[src/rtl/iob_fifo_arb_pkg.sv]
// Shared definitions for the IOb FIFO write-port arbiter: state encoding,
// default parameters and a constant-foldable clog2 helper.
package iob_fifo_arb_pkg;

    typedef enum logic {
        ST_IDLE  = 1'b0,
        ST_BURST = 1'b1
    } arb_state_e;

    localparam int DEF_N_REQ         = 4;
    localparam int DEF_DATA_WIDTH    = 8;
    localparam int DEF_ADDRESS_WIDTH = 4;
    localparam int DEF_BURST_MAX     = 4;

    function automatic int clog2(input int value);
        int result;
        int v;
        result = 0;
        v      = value - 1;
        while (v > 0) begin
            result = result + 1;
            v      = v >> 1;
        end
        return result;
    endfunction

endpackage

[src/rtl/iob_rr_prio.sv]
// Combinational round-robin priority encoder: picks the first requester at or
// after ptr (wrapping) and returns it one-hot, plus an any-request flag.
module iob_rr_prio #(
    parameter int N_REQ = 4,
    parameter int PTR_W = 2
) (
    input  logic [N_REQ-1:0] req,
    input  logic [PTR_W-1:0] ptr,
    output logic [N_REQ-1:0] win,
    output logic             any
);

    logic found;

    // Scan offsets 0..N_REQ-1 from ptr; the first set request wins.
    always_comb begin
        win   = '0;
        found = 1'b0;
        for (int k = 0; k < N_REQ; k++) begin
            for (int j = 0; j < N_REQ; j++) begin
                if (!found && req[j] && (j == ((int'(ptr) + k) % N_REQ))) begin
                    win[j] = 1'b1;
                    found  = 1'b1;
                end
            end
        end
    end

    assign any = |req;

endmodule

[src/rtl/iob_fifo_wr_arbiter.sv]
// Round-robin burst arbiter for the write port of an IOb FIFO.
// Optional IOB_FIFO_ARB_RESERVE_EN: only grant when a full burst fits in the FIFO.
module iob_fifo_wr_arbiter
    import iob_fifo_arb_pkg::*;
#(
    parameter int N_REQ         = DEF_N_REQ,
    parameter int DATA_WIDTH    = DEF_DATA_WIDTH,
    parameter int ADDRESS_WIDTH = DEF_ADDRESS_WIDTH,
    parameter int BURST_MAX     = DEF_BURST_MAX
) (
    input  logic                        clk,
    input  logic                        rst_n,
    input  logic [N_REQ-1:0]            req,
    input  logic [N_REQ-1:0]            last,
    input  logic [N_REQ*DATA_WIDTH-1:0] data_in,
    output logic [N_REQ-1:0]            gnt,
    output logic [N_REQ-1:0]            ack,
    output logic [DATA_WIDTH-1:0]       fifo_data,
    output logic                        fifo_write_en,
    input  logic                        fifo_full,
    input  logic [ADDRESS_WIDTH-1:0]    fifo_level_w
);

    localparam int PTR_W = (clog2(N_REQ) < 1) ? 1 : clog2(N_REQ);
    localparam int CNT_W = (clog2(BURST_MAX + 1) < 1) ? 1 : clog2(BURST_MAX + 1);

    arb_state_e       state_q, state_d;
    logic [N_REQ-1:0] gnt_q, gnt_d;
    logic [PTR_W-1:0] ptr_q, ptr_d;
    logic [CNT_W-1:0] beat_cnt_q, beat_cnt_d;

    logic [N_REQ-1:0] win;
    logic             any_req;
    logic             grant_ok;
    logic [PTR_W-1:0] gnt_idx;
    logic             last_sel;

    iob_rr_prio #(
        .N_REQ (N_REQ),
        .PTR_W (PTR_W)
    ) u_rr_prio (
        .req (req),
        .ptr (ptr_q),
        .win (win),
        .any (any_req)
    );

`ifdef IOB_FIFO_ARB_RESERVE_EN
    // Headroom for a complete burst guarantees fifo_full never stalls it.
    localparam int LEVEL_LIMIT = (2 ** ADDRESS_WIDTH) - 1 - BURST_MAX;
    assign grant_ok = any_req && (int'(fifo_level_w) <= LEVEL_LIMIT);
`else
    logic unused_level;
    assign unused_level = ^fifo_level_w;
    assign grant_ok     = any_req;
`endif

    always_ff @(posedge clk or negedge rst_n) begin
        if (!rst_n) begin
            state_q    <= ST_IDLE;
            gnt_q      <= '0;
            ptr_q      <= '0;
            beat_cnt_q <= '0;
        end else begin
            state_q    <= state_d;
            gnt_q      <= gnt_d;
            ptr_q      <= ptr_d;
            beat_cnt_q <= beat_cnt_d;
        end
    end

    always_comb begin
        state_d    = state_q;
        gnt_d      = gnt_q;
        ptr_d      = ptr_q;
        beat_cnt_d = beat_cnt_q;
        case (state_q)
            ST_IDLE: begin
                if (grant_ok) begin
                    gnt_d      = win;
                    beat_cnt_d = '0;
                    state_d    = ST_BURST;
                end
            end
            ST_BURST: begin
                if (fifo_write_en) begin
                    beat_cnt_d = beat_cnt_q + 1'b1;
                    if (last_sel || (beat_cnt_q == CNT_W'(BURST_MAX - 1))) begin
                        gnt_d   = '0;
                        ptr_d   = (gnt_idx == PTR_W'(N_REQ - 1)) ? '0 : gnt_idx + 1'b1;
                        state_d = ST_IDLE;
                    end
                end
            end
            default: state_d = ST_IDLE;
        endcase
    end

    // Grant is one-hot, so the mux is a simple OR of the selected lane.
    always_comb begin
        gnt_idx       = '0;
        last_sel      = 1'b0;
        fifo_data     = '0;
        ack           = gnt_q & req & {N_REQ{~fifo_full}};
        fifo_write_en = |ack;
        for (int i = 0; i < N_REQ; i++) begin
            if (gnt_q[i]) begin
                gnt_idx   = PTR_W'(i);
                last_sel  = last[i];
                fifo_data = data_in[i*DATA_WIDTH +: DATA_WIDTH];
            end
        end
    end

    assign gnt = gnt_q;

endmodule

[config.mk]
export PLATFORM = sky130hd
export DESIGN_NAME = iob_fifo_wr_arbiter
export DESIGN_NICKNAME = d
export VERILOG_FILES = /design/src/rtl/iob_fifo_arb_pkg.sv /design/src/rtl/iob_rr_prio.sv /design/src/rtl/iob_fifo_wr_arbiter.sv
export SDC_FILE = /design/constraint.sdc
export NUM_CORES = 1
export LEC_CHECK = 0
export CAP_MARGIN = 10
export CORE_MARGIN = 2
export CORE_UTILIZATION = 30
export DETAILED_ROUTE_END_ITERATION = 6
export PLACE_DENSITY = 0.76
export RECOVER_POWER = 25
export SLEW_MARGIN = 20
export SYNTH_ARGS = -nofsm -noshare
export SYNTH_HDL_FRONTEND = slang
export SYNTH_HIERARCHICAL = 1
export SYNTH_SLANG_ARGS = --single-unit
export TNS_END_PERCENT = 50
[constraint.sdc]
create_clock -name clk -period 1.6 [get_ports clk]
set_clock_uncertainty 0.05 [all_clocks]
set_input_delay 0.24 -clock clk [delete_from_list [all_inputs] [get_ports clk]]
set_output_delay 0.24 -clock clk [all_outputs]
set_load 0.01 [all_outputs]
==> qor.yml, run 1 <==
cts_max_path_buffers: 2
ff2ff_path_depth: 5
cts_buffers: 3
nets: 243
netlist_area_sq_um: 848.3
drive_gt1_frac: 0.2642
rows: 19
multiInputGateArea_sq_um: 619.3
hp-class: "in2async"
regArea_sq_um: 252.7
cts_root_buffer: "clkbuf_4"
crit_path_end_kind: "flop"
cts_tree: "built"
worstPathMaxFanout: 15
dp.cells: 219
synth_seq_cells: 10
slew_headroom: 0.6954
grt_pass1_vias: 1190
areaGrowthSynthToFinish_pct: 98.53
slew_viol_final: 0
drtIter0Drc: 42
synthCells: 115
diodes: 0
grt-busiest-layer: "met2"
crit_family: "compound AO/OA/AOI/OAI gates"
setup_viol: 16
rrSetupSlack_ps: -170
grt.met2_usage: 0.3744
cp.arrival_ps: 1870
pre_cts_ws_ps: -275.0
crit_required_ps: 1700
slowest_stage: "dfrtp_2"
layout_setup_ws_ps: -166.1
grt_overflow: 0
rsz0062_at_grt: "true"
slowest_delay_ps: 410
die_h_um: 57.18
detail-route-antenna-nets: 0
globalplace.congestion: 0.8855
yosysSeqAreaShare: 0.2950
use_met3: 0.04308
syn_nets: 164
critPathKind: "reg2reg"
ys_warn_count: 6
wl_um: 3221
via_per_inst: 5.272
placement.io_buffers: 59
use_met1: 0.2482
grt_usage: 0.2082
antenna_found_initial: 0
rr_endpoint: "ptr_q[1]$_DFFE_PN0P_"
dr.pass1.iters: 4
hpwl_um: 2427
worst_slew_pin_slew_ps: 455.3
fmax_mhz: 566.2
nFillCells: 242
path_buf_inv: 1
ir_worst_vdd_v: 0.001162
fin_cells: 224
io_pins: 64
vias: 1181
grt_max_degree: 16
die_x_um: 57.18
max_cap_violations: 0
clkTransAtPathRegs_ps: 70
crit-reg2reg-launch: "gnt[1]$_DFFE_PN0P_"
clk_latency_ps: 270
crit_chain: "buf_6, nand3b_1, a221o_1, a21oi_4, mux2_4"
outcome: "complete, but fails checks"
fin_crit_ps: 1766
violations: "negative setup slack"
finalPower_mw: 2.694
dieArea_sq_mm: 0.003269
core_area_sq_mm: 0.002710
final_hold_viol_count: 0
power_density_mw_per_mm2: 1600
cts_htree_levels: 1
synth_area_per_cell_sq_um: 7.377
period_share: 1.104
initial_core_util: 0.3130
ctsHoldBuffers: 0
p_leak_nw: 0.7356
cts_sinks: 10
drc: 0
yosysUniqueCellTypes: 26
wl_per_cell_um: 14.38
grt_pass1_wl_um: 5437
start_kind: "flop"
[cells by family (layout without fill, tap and decap cells)]
logic type,Yosys count,in the layout,share of synthesized area
flip-flops,10,10,0.2950
multiplexers,2,2,0.02655
buffers and inverters,13,91,0.05753
AO/OA/AOI/OAI,44,44,0.3835
AND/OR/NAND/NOR,44,44,0.2080
adder cells (fa/ha/maj),2,2,0.02949
[cell usage in the layout, fill, tap and decap left out, types with 5 or more instances in the layout]
cell type / n
buf_4: 16
buf_2: 10
nor2_1: 24
dfrtp_1: 8
o31ai_1: 8
nand2_1: 13
dlygate4sd2_1: 6
o21ai_0: 5
a21oi_1: 9
a221oi_2: 5
inv_1: 7
clkdlybuf4s50_1: 41
[cell usage after synthesis]
master	number	area (sq um)
a211oi_1	2	15.01
o311a_1	2	20.02
o221a_2	2	22.52
ha_1	2	25.02
nand2_1	14	52.55
nor2b_1	1	6.260
nand3b_1	1	7.510
clkbuf_1	5	18.77
a31oi_1	1	6.260
a22oi_1	1	7.510
a21oi_4	1	16.27
nand3_1	3	15.01
a311o_1	1	10.01
dfrtp_1	10	250.2
o211ai_1	1	7.510
a221oi_1	8	70.07
a21oi_1	10	50.05
a221o_1	1	10.01
clkinv_1	1	3.750
inv_1	7	26.28
mux2_1	2	22.52
o21ai_0	5	25.02
nor2_1	24	90.09
nor3_1	1	5.000
o21ai_1	1	5.000
o31ai_1	8	60.06
[power breakdown]
part | switching [mW] | internal [mW] | leakage [nW] | total, mW
Combinational | 0.996 | 0.983 | 0.595 | 1.98
Sequential | 0.115 | 0.371 | 0.120 | 0.486
Clock | 0.0907 | 0.138 | 0.0210 | 0.229
[area by class of cell]
type | instances | share of cell area
inverter | 8 | 0.01783
timing repair buffer | 79 | 0.4198
sequential | 10 | 0.1501
clock buffer | 4 | 0.02155
tap | 31 | 0.02303
multi-input combinational | 92 | 0.3678
[worst max path at each step]
stage | to | cells after the start | from
finish | ptr_q[1]$_DFFE_PN0P_ | 5 | gnt[1]$_DFFE_PN0P_
global route | fifo_data[2] | 5 | gnt[1]$_DFFE_PN0P_
CTS | fifo_data[5] | 5 | gnt[0]$_DFFE_PN0P_
detailed placement | ptr_q[0]$_DFFE_PN0P_ | 5 | req[2]
global placement | fifo_write_en | 4 | req[0]
floorplan | ptr_q[0]$_DFFE_PN0P_ | 4 | gnt[2]$_DFFE_PN0P_
[stage by stage]
step / hold slack [ps] / setup TNS, ps / utilization / area [sq um]
global placement: 433.2 / -4443 / 0.5956 / 1614
detailed placement: 454.5 / -4917 / 0.5956 / 1614
finish: 301.2 / -1140 / 0.6214 / 1684
global route: 339.2 / -2540 / 0.6214 / 1684
floorplan: -105.6 / -41.43 / - / 860.8
CTS: 240.5 / -2172 / 0.6182 / 1675
[per-layer routing]
metal / part of all wire / up-vias
li1: - / 586
met1: 0.41 / 544
met2: 0.50 / 46
met3: 0.077 / 5
met4: 0.010 / 0
met5: 0 / -
[flip-flops by register name, summed over array words and instances (netlist names)]
name / count
beat_cnt_q: 3
gnt: 4
ptr_q: 2
state_q: 1
[what timing repair did]
| action | CTS | global route |
|---|---|---|
| setup endpoints to repair | 23 | 20 |
| buffers inserted | 1 | 0 |
| pin swaps | 1 | 2 |
| resized for setup | 35 | 32 |
(Power assumes the default switching activity.)
==> inputs of run 2 (changes only) <==
--- a/config.mk
+++ b/config.mk
@@ -11,6 +11,7 @@
 export DETAILED_ROUTE_END_ITERATION = 6
 export PLACE_DENSITY = 0.76
 export RECOVER_POWER = 25
+export SKIP_LAST_GASP = 1
 export SLEW_MARGIN = 20
 export SYNTH_ARGS = -nofsm -noshare
 export SYNTH_HDL_FRONTEND = slang
==> run 2 against run 1 <==
  * The run still ends with negative setup slack left
  * Flip-flop and latch count did not move
  * Worst setup slack improved by 25 ps
  * Highest routed layer unchanged
  * Final cell count did not move
  * Count of clock-buffer cells in the layout did not move
  * Core utilization rose by 0.51 points
  * Combinational power barely moved
  * Die area did not move
  * Critical path depth did not move
  * Via count rose by 0.25%
  * First-iteration DRC count rose by 4.8%
  * Register-to-register slack improved by 20 ps
==> qor.yml, run 2 (synthesis results as in run 1) <==
fin_crit_ps: 1741  # -24.69 ps
slowest_delay_ps: 410  # about the same
drive_gt1_frac: 0.2642  # unchanged
p_clk_frac: 0.085  # about the same
grt_usage: 0.2035  # -0.004710
layout_setup_ws_ps: -141.4  # +24.68 ps
post_dp_cell_area_sq_mm: 0.001614  # unchanged
rr_endpoint: "ptr_q[1]$_DFFE_PN0P_"
fin_area_sq_mm: 0.001698  # +0.82%
hp-class: "in2async"
crit_required_ps: 1700  # about the same
seq_power_share: 0.178  # -0.002
placement.io_buffers: 59  # unchanged
cp.arrival_ps: 1850  # -20 ps
die_x_um: 57.18  # unchanged
crit_chain: "buf_6, nand3b_1, a221o_1, a21oi_4, mux2_4"
ir_worst_vdd_v: 0.001213  # +4.4%
finalPower_mw: 2.708  # +0.49%
cts_tree: "built"
worst_slew_pin_slew_ps: 435.2  # -20.11 ps
power_density_mw_per_mm2: 1595  # -0.32%
grt_pass1_wl_um: 5333  # -1.9%
critical_path_depth: 5  # unchanged
drtIter0Drc: 44  # +4.8%
detail-route-antenna-nets: 0  # unchanged
grt_overflow: 0  # unchanged
power.switching_mw: 1.196  # -0.49%
slowest_stage: "dfrtp_2"
largest_reg_flops: 4  # unchanged
rsz0062_at_grt: "true"
wl_per_cell_um: 14.00  # -2.6%
cts_max_path_buffers: 2  # unchanged
cts_sinks: 10  # unchanged
ff2ff_path_depth: 5  # unchanged
cp-endpoint: "ptr_q[1]$_DFFE_PN0P_"
setup_viol: 20  # +4
whs_ps: 292.3  # -8.814 ps
cts_htree_levels: 1  # unchanged
dieArea_sq_mm: 0.003269  # unchanged
rows: 19  # unchanged
crit_family: "compound AO/OA/AOI/OAI gates"
dr.pass1.iters: 4  # unchanged
multiInputGateArea_sq_um: 621.8  # +0.40%
p_leak_nw: 0.7603  # +3.4%
p_int_mw: 1.511  # +1.3%
diodes: 0  # unchanged
final_hold_viol_count: 0  # unchanged
comb_power_share: 0.736  # about the same
final_common_cell: "clkdlybuf4s50_1"
layout_common_cells: "clkdlybuf4s50_1 (44), nor2_1 (24), buf_4 (17)"
wl_um: 3136  # -2.6%
core_area_sq_mm: 0.002710  # unchanged
slew_viol_final: 0  # unchanged
regArea_sq_um: 252.7  # unchanged
initial_core_util: 0.3130  # unchanged
worstPathMaxFanout: 15  # unchanged
drc: 0  # unchanged
vias: 1184  # +0.25%
fmax_mhz: 574.2  # +1.4%
areaGrowthSynthToFinish_pct: 100.1
period_share: 1.088  # -0.01543
nFillCells: 235  # -2.9%
die_h_um: 57.18  # unchanged
crit_start: "gnt[1]$_DFFE_PN0P_"
hpwl_um: 2427  # unchanged
grt_pass1_vias: 1176  # -1.2%
slew_headroom: 0.7089  # +0.01345
globalplace.congestion: 0.8855  # unchanged
clk_latency_ps: 270  # about the same
rrSetupSlack_ps: -140  # +20 ps
p_sw_frac: 0.4418  # -0.004343
outcome: "complete, but fails checks"
critPathKind: "reg2reg"
cts_buffers: 3  # unchanged
crit_path_end_kind: "flop"
io_pins: 64  # unchanged
violations: "negative setup slack"
grt_max_degree: 16  # unchanged
max_cap_violations: 0  # unchanged
crit-reg2reg-launch: "gnt[1]$_DFFE_PN0P_"
path_buf_inv: 1  # unchanged
cts_root_buffer: "clkbuf_4"
nets: 243  # unchanged
clkTransAtPathRegs_ps: 70  # about the same
via_per_inst: 5.286  # +0.25%
start_kind: "flop"
antenna_found_initial: 0  # unchanged
[run 2: changes by cell type in the layout (fill, tap and decap cells not counted), sizes merged]
cell           previous run  this run
clkdlybuf4s50            41        44
buf                      30        28
dlygate4sd2               6         1
dlymetal6s2s              0         3
clkbuf                    4         5
[run 2: power by group through the flow]
stage | registers, mW | logic [mW] | clock network (mW)
after floorplan | 0.514 | 0.967 | 0
after global placement | 0.465 | 1.98 | 0
after detailed placement | 0.478 | 2.03 | 0
after CTS | 0.480 | 1.97 | 0.235
after global routing | 0.503 | 2.18 | 0.245
final | 0.483 | 1.99 | 0.230
[run 2: worst min-delay path by stage]
| stage | endpoint | cells past startpoint | slack [ps] |
|---|---|---|---|
| 6_report | beat_cnt_q[1]$_DFFE_PN0P_ | 1 | 290 |
| 3_3_place_gp | beat_cnt_q[0]$_DFFE_PN0P_ | 1 | 430 |
| 2_1_floorplan | beat_cnt_q[0]$_DFFE_PN0P_ | 0 | -110 |
| 3_5_place_dp | beat_cnt_q[1]$_DFFE_PN0P_ | 2 | 450 |
| 5_1_grt | beat_cnt_q[1]$_DFFE_PN0P_ | 1 | 340 |
| 4_1_cts | beat_cnt_q[0]$_DFFE_PN0P_ | 1 | 240 |
[run 2: final cells by class]
class	instances	share of cell area
flip-flops and latches	10	0.1489
well taps	31	0.02284
repair buffers	79	0.4230
inverters	8	0.01769
clock buffers	4	0.02137
multi-input cells	92	0.3662
[run 2: metrics by stage]
stage / setup slack [ps] / util / cells / setup TNS (ps)
floorplan: -20.71 / - / 115 / -41.43
global placement: -246.8 / 0.5956 / 219 / -4443
detailed placement: -275.0 / 0.5956 / 219 / -4917
CTS: -269.8 / 0.6182 / 224 / -2799
global route: -236.6 / 0.6265 / 224 / -3045
finish: -141.4 / 0.6265 / 224 / -1321
[run 2: what timing repair did]
action,in CTS,in global routing
resized for setup,27,32
endpoints found under the setup margin,23,25
pin swaps,1,2
hold buffers,0,0
setup buffers,1,0
[run 2: worst register-to-register path, delay by kind of cell, from the launching register on]
family	cells	cell delay (ps)
simple gates	1	160
compound gates	2	520
flops	1	410
buf+inv	1	170
mux	1	310
[run 2: per-layer routing]
layer,vias up,track usage,routed length (um)
met5,-,0,0
met2,44,0.3629,1553
li1,586,-,-
met3,5,0.04308,235
met4,0,0.06312,33
met1,549,0.2440,1314
==> inputs of run 3 (changes only) <==
--- a/config.mk
+++ b/config.mk
@@ -5,11 +5,12 @@
 export SDC_FILE = /design/constraint.sdc
 export NUM_CORES = 1
 export LEC_CHECK = 0
+export ABC_AREA = 1
 export CAP_MARGIN = 10
 export CORE_MARGIN = 2
-export CORE_UTILIZATION = 30
+export CORE_UTILIZATION = 35
 export DETAILED_ROUTE_END_ITERATION = 6
-export PLACE_DENSITY = 0.76
+export PLACE_DENSITY = 0.77
 export RECOVER_POWER = 25
 export SKIP_LAST_GASP = 1
 export SLEW_MARGIN = 20
==> run 3 against run 2 <==
  * The flow still finishes with violations (negative setup slack)
  * Routed wire length up 31%
  * Non-clock buffer count up 19
  * Synthesized area up 33%
  * Largest power group unchanged
  * Highest routed layer unchanged
==> qor.yml, run 3 <==
core_area_sq_mm: 0.003053  # +13%
crit_required_ps: 1760  # +60 ps
crit_path_end_kind: "flop"
rr_endpoint: "gnt[1]$_DFFE_PN0P_"
cts_max_path_buffers: 2  # unchanged
grt.met2_usage: 0.3564  # -0.006515
placement.io_buffers: 59  # unchanged
max_cap_violations: 0  # unchanged
cts_root_buffer: "clkbuf_4"
cts_sinks: 10  # unchanged
clk_latency_ps: 270  # about the same
power_density_mw_per_mm2: 807.8  # -49%
fin_area_sq_mm: 0.002086  # +23%
crit_start: "ptr_q[0]$_DFFE_PN0P_"
die_x_um: 60.72  # +6.2%
ff2ff_path_depth: 12  # +7
crit-reg2reg-launch: "ptr_q[0]$_DFFE_PN0P_"
wl_per_cell_um: 12.82  # -8.4%
pre_cts_ws_ps: -449.9  # -174.8 ps
syn_nets: 227  # +38%
critPathKind: "reg2reg"
worst_slew_pin_slew_ps: 491.0  # +55.74 ps
via_per_inst: 4.859  # -8.1%
synth-edff-count: 0  # unchanged
diodes: 0  # unchanged
rrSetupSlack_ps: -230  # -90 ps
slew_viol_final: 0  # unchanged
clkTransAtPathRegs_ps: 70  # about the same
final_hold_viol_count: 0  # unchanged
die_h_um: 60.72  # +6.2%
drtIter0Drc: 77  # +75%
grt_pass1_wl_um: 5906  # +11%
wl_um: 4103  # +31%
grt_overflow: 0  # unchanged
grt_max_degree: 12  # -4
grt_pass1_vias: 1325  # +13%
fin_crit_ps: 1832  # +90.33 ps
dieArea_sq_mm: 0.003687  # +13%
start_kind: "flop"
drc: 0  # unchanged
cts_tree: "built"
layout_setup_ws_ps: -231.7  # -90.33 ps
grt-busiest-layer: "met2"
outcome: "complete, but fails checks"
yosysSeqAreaShare: 0.2222  # -0.07276
synth_top_area_frac: 0.2222  # -0.07276
violations: "negative setup slack"
vias: 1555  # +31%
rows: 20  # +1
grt_usage: 0.2148  # +0.01130
nets: 326  # +34%
cp-endpoint: "gnt[1]$_DFFE_PN0P_"
p_leak_nw: 1.141  # +50%
period_share: 1.145  # +0.05646
ctsHoldBuffers: 0  # unchanged
cts_buffers: 3  # unchanged
initial_core_util: 0.3689  # +0.05583
setup_viol: 21  # +5.0%
largest_reg_flops: 4  # unchanged
synth_seq_cells: 10  # unchanged
yosysUniqueCellTypes: 24  # -7.7%
drive_gt1_frac: 0.2971  # +0.03285
cp.arrival_ps: 1990  # +140 ps
globalplace.congestion: 0.8779  # -0.86%
use_met1: 0.2868  # +0.04284
layout_common_cells: "clkdlybuf4s50_1 (43), buf_4 (36), nand2_1 (35)"
fmax_mhz: 545.9  # -4.9%
rsz0062_at_grt: "true"
areaGrowthSynthToFinish_pct: 85.22
final_common_cell: "clkdlybuf4s50_1"
netlist_area_sq_mm: 0.001126  # +33%
synthFlopType: "dfrtp_1"
post_dp_cell_area_sq_mm: 0.002012  # +25%
antenna_found_initial: 0  # unchanged
use_met3: 0.04051  # -0.002572
ys_top_cells_by_count: "nand2_1 (36), nand3_1 (36), inv_1 (33)"
synth_area_per_cell_sq_um: 6.326  # -14%
io_pins: 64  # unchanged
synthCells: 178  # +55%
hp-class: "in2async"
slew_headroom: 0.6716  # -0.03729
yosysTopAreaCell: "dfrtp_1"
ys_top_cells_by_area: "dfrtp_1 (22%), nand3_1 (16%), nand2_1 (12%), inv_1 (11%), nor2_4 (5.0%)"
ys_warn_count: 6  # unchanged
cts_htree_levels: 1  # unchanged
worstPathMaxFanout: 7  # -8
detail-route-antenna-nets: 0  # unchanged
hpwl_um: 3090  # +27%
ir_worst_vdd_v: 0.0005946  # -51%
dr.pass1.iters: 4  # unchanged
async_flop_share: 1.000  # unchanged
[run 3: changes by cell type after synthesis, sizes merged, moves of 3 or more]
cell and delta:
nand3 +34, inv +26, nand2 +25, nand4 +9
nor2 -9, a221oi -8, o21ai +8, o31ai -8
clkbuf -4, buf +3
[run 3: kinds of logic (layout without fill, tap and decap cells)]
kind of cell | Yosys count | after routing | synth area share
buffers and inverters | 37 | 135 | 0.1267
and+or+nand+nor | 101 | 101 | 0.4889
DFF | 10 | 10 | 0.2222
adders and majority gates | 2 | 2 | 0.02222
AOI/OAI and AO/OA | 28 | 28 | 0.1400
[run 3: worst max-delay path, stage by stage, from the launching register on]
cell and delay, ps:
dfrtp_2 480, inv_2 80, nand3_2 80, nand3_2 100, nor2_4 120, nand4_4 100
nor2_4 150, nand4_4 110, nor2_4 120, nand2_1 60, o21bai_1 140, nand3_1 90
nand2_1 80
[run 3: worst min-delay path by stage]
stage                               from                   endpoint  slack, ps  depth (start not counted)
6_report                           rst_n         gnt[3]$_DFFE_PN0P_        320                          1
5_1_grt                            rst_n         gnt[3]$_DFFE_PN0P_        330                          1
4_1_cts                            rst_n          state_q$_DFF_PN0_        240                          1
3_5_place_dp   beat_cnt_q[0]$_DFFE_PN0P_  beat_cnt_q[0]$_DFFE_PN0P_        430                          1
3_3_place_gp   beat_cnt_q[0]$_DFFE_PN0P_  beat_cnt_q[0]$_DFFE_PN0P_        420                          1
2_1_floorplan                      rst_n  beat_cnt_q[0]$_DFFE_PN0P_       -110                          0
[run 3: report_power, final]
part | leakage (nW) | switching (mW) | internal [mW]
clock | 0.0150 | 0.0886 | 0.0964
sequential | 0.119 | 0.0636 | 0.323
combinational | 1.01 | 0.560 | 0.554
[run 3: stage by stage]
step | hold slack (ps) | instances | total power, mW | util | setup TNS [ps]
6_report | 315.3 | 320 | 1.685 | 0.6832 | -2177
5_1_grt | 334.1 | 320 | 1.834 | 0.6832 | -4013
4_1_cts | 243.4 | 315 | 1.659 | 0.6754 | -3648
3_5_place_dp | 427.6 | 308 | 1.492 | 0.6590 | -6234
3_3_place_gp | 418.2 | 308 | 1.469 | 0.6590 | -5607
2_1_floorplan | -105.6 | 178 | 0.9431 | - | -72.41
[run 3: repair_timing]
action,CTS,global route
resized for setup,29,22
setup buffers,3,5
pin swaps,1,4
endpoints found under the setup margin,21,26
[run 3: routing by layer]
layer	share of wire	up-vias
li1	-	791
met3	0.070	2
met1	0.42	710
met5	0	-
met4	0.0017	0
met2	0.50	52
[run 3: final cells by class]
cell class	count	area, sq um
fillers	253	967.2
repair buffers	98	860.8
multi-input cells	131	763.2
flip-flops and latches	10	256.5
inverters	33	123.9
well taps	44	55.05
clock buffers	4	26.28
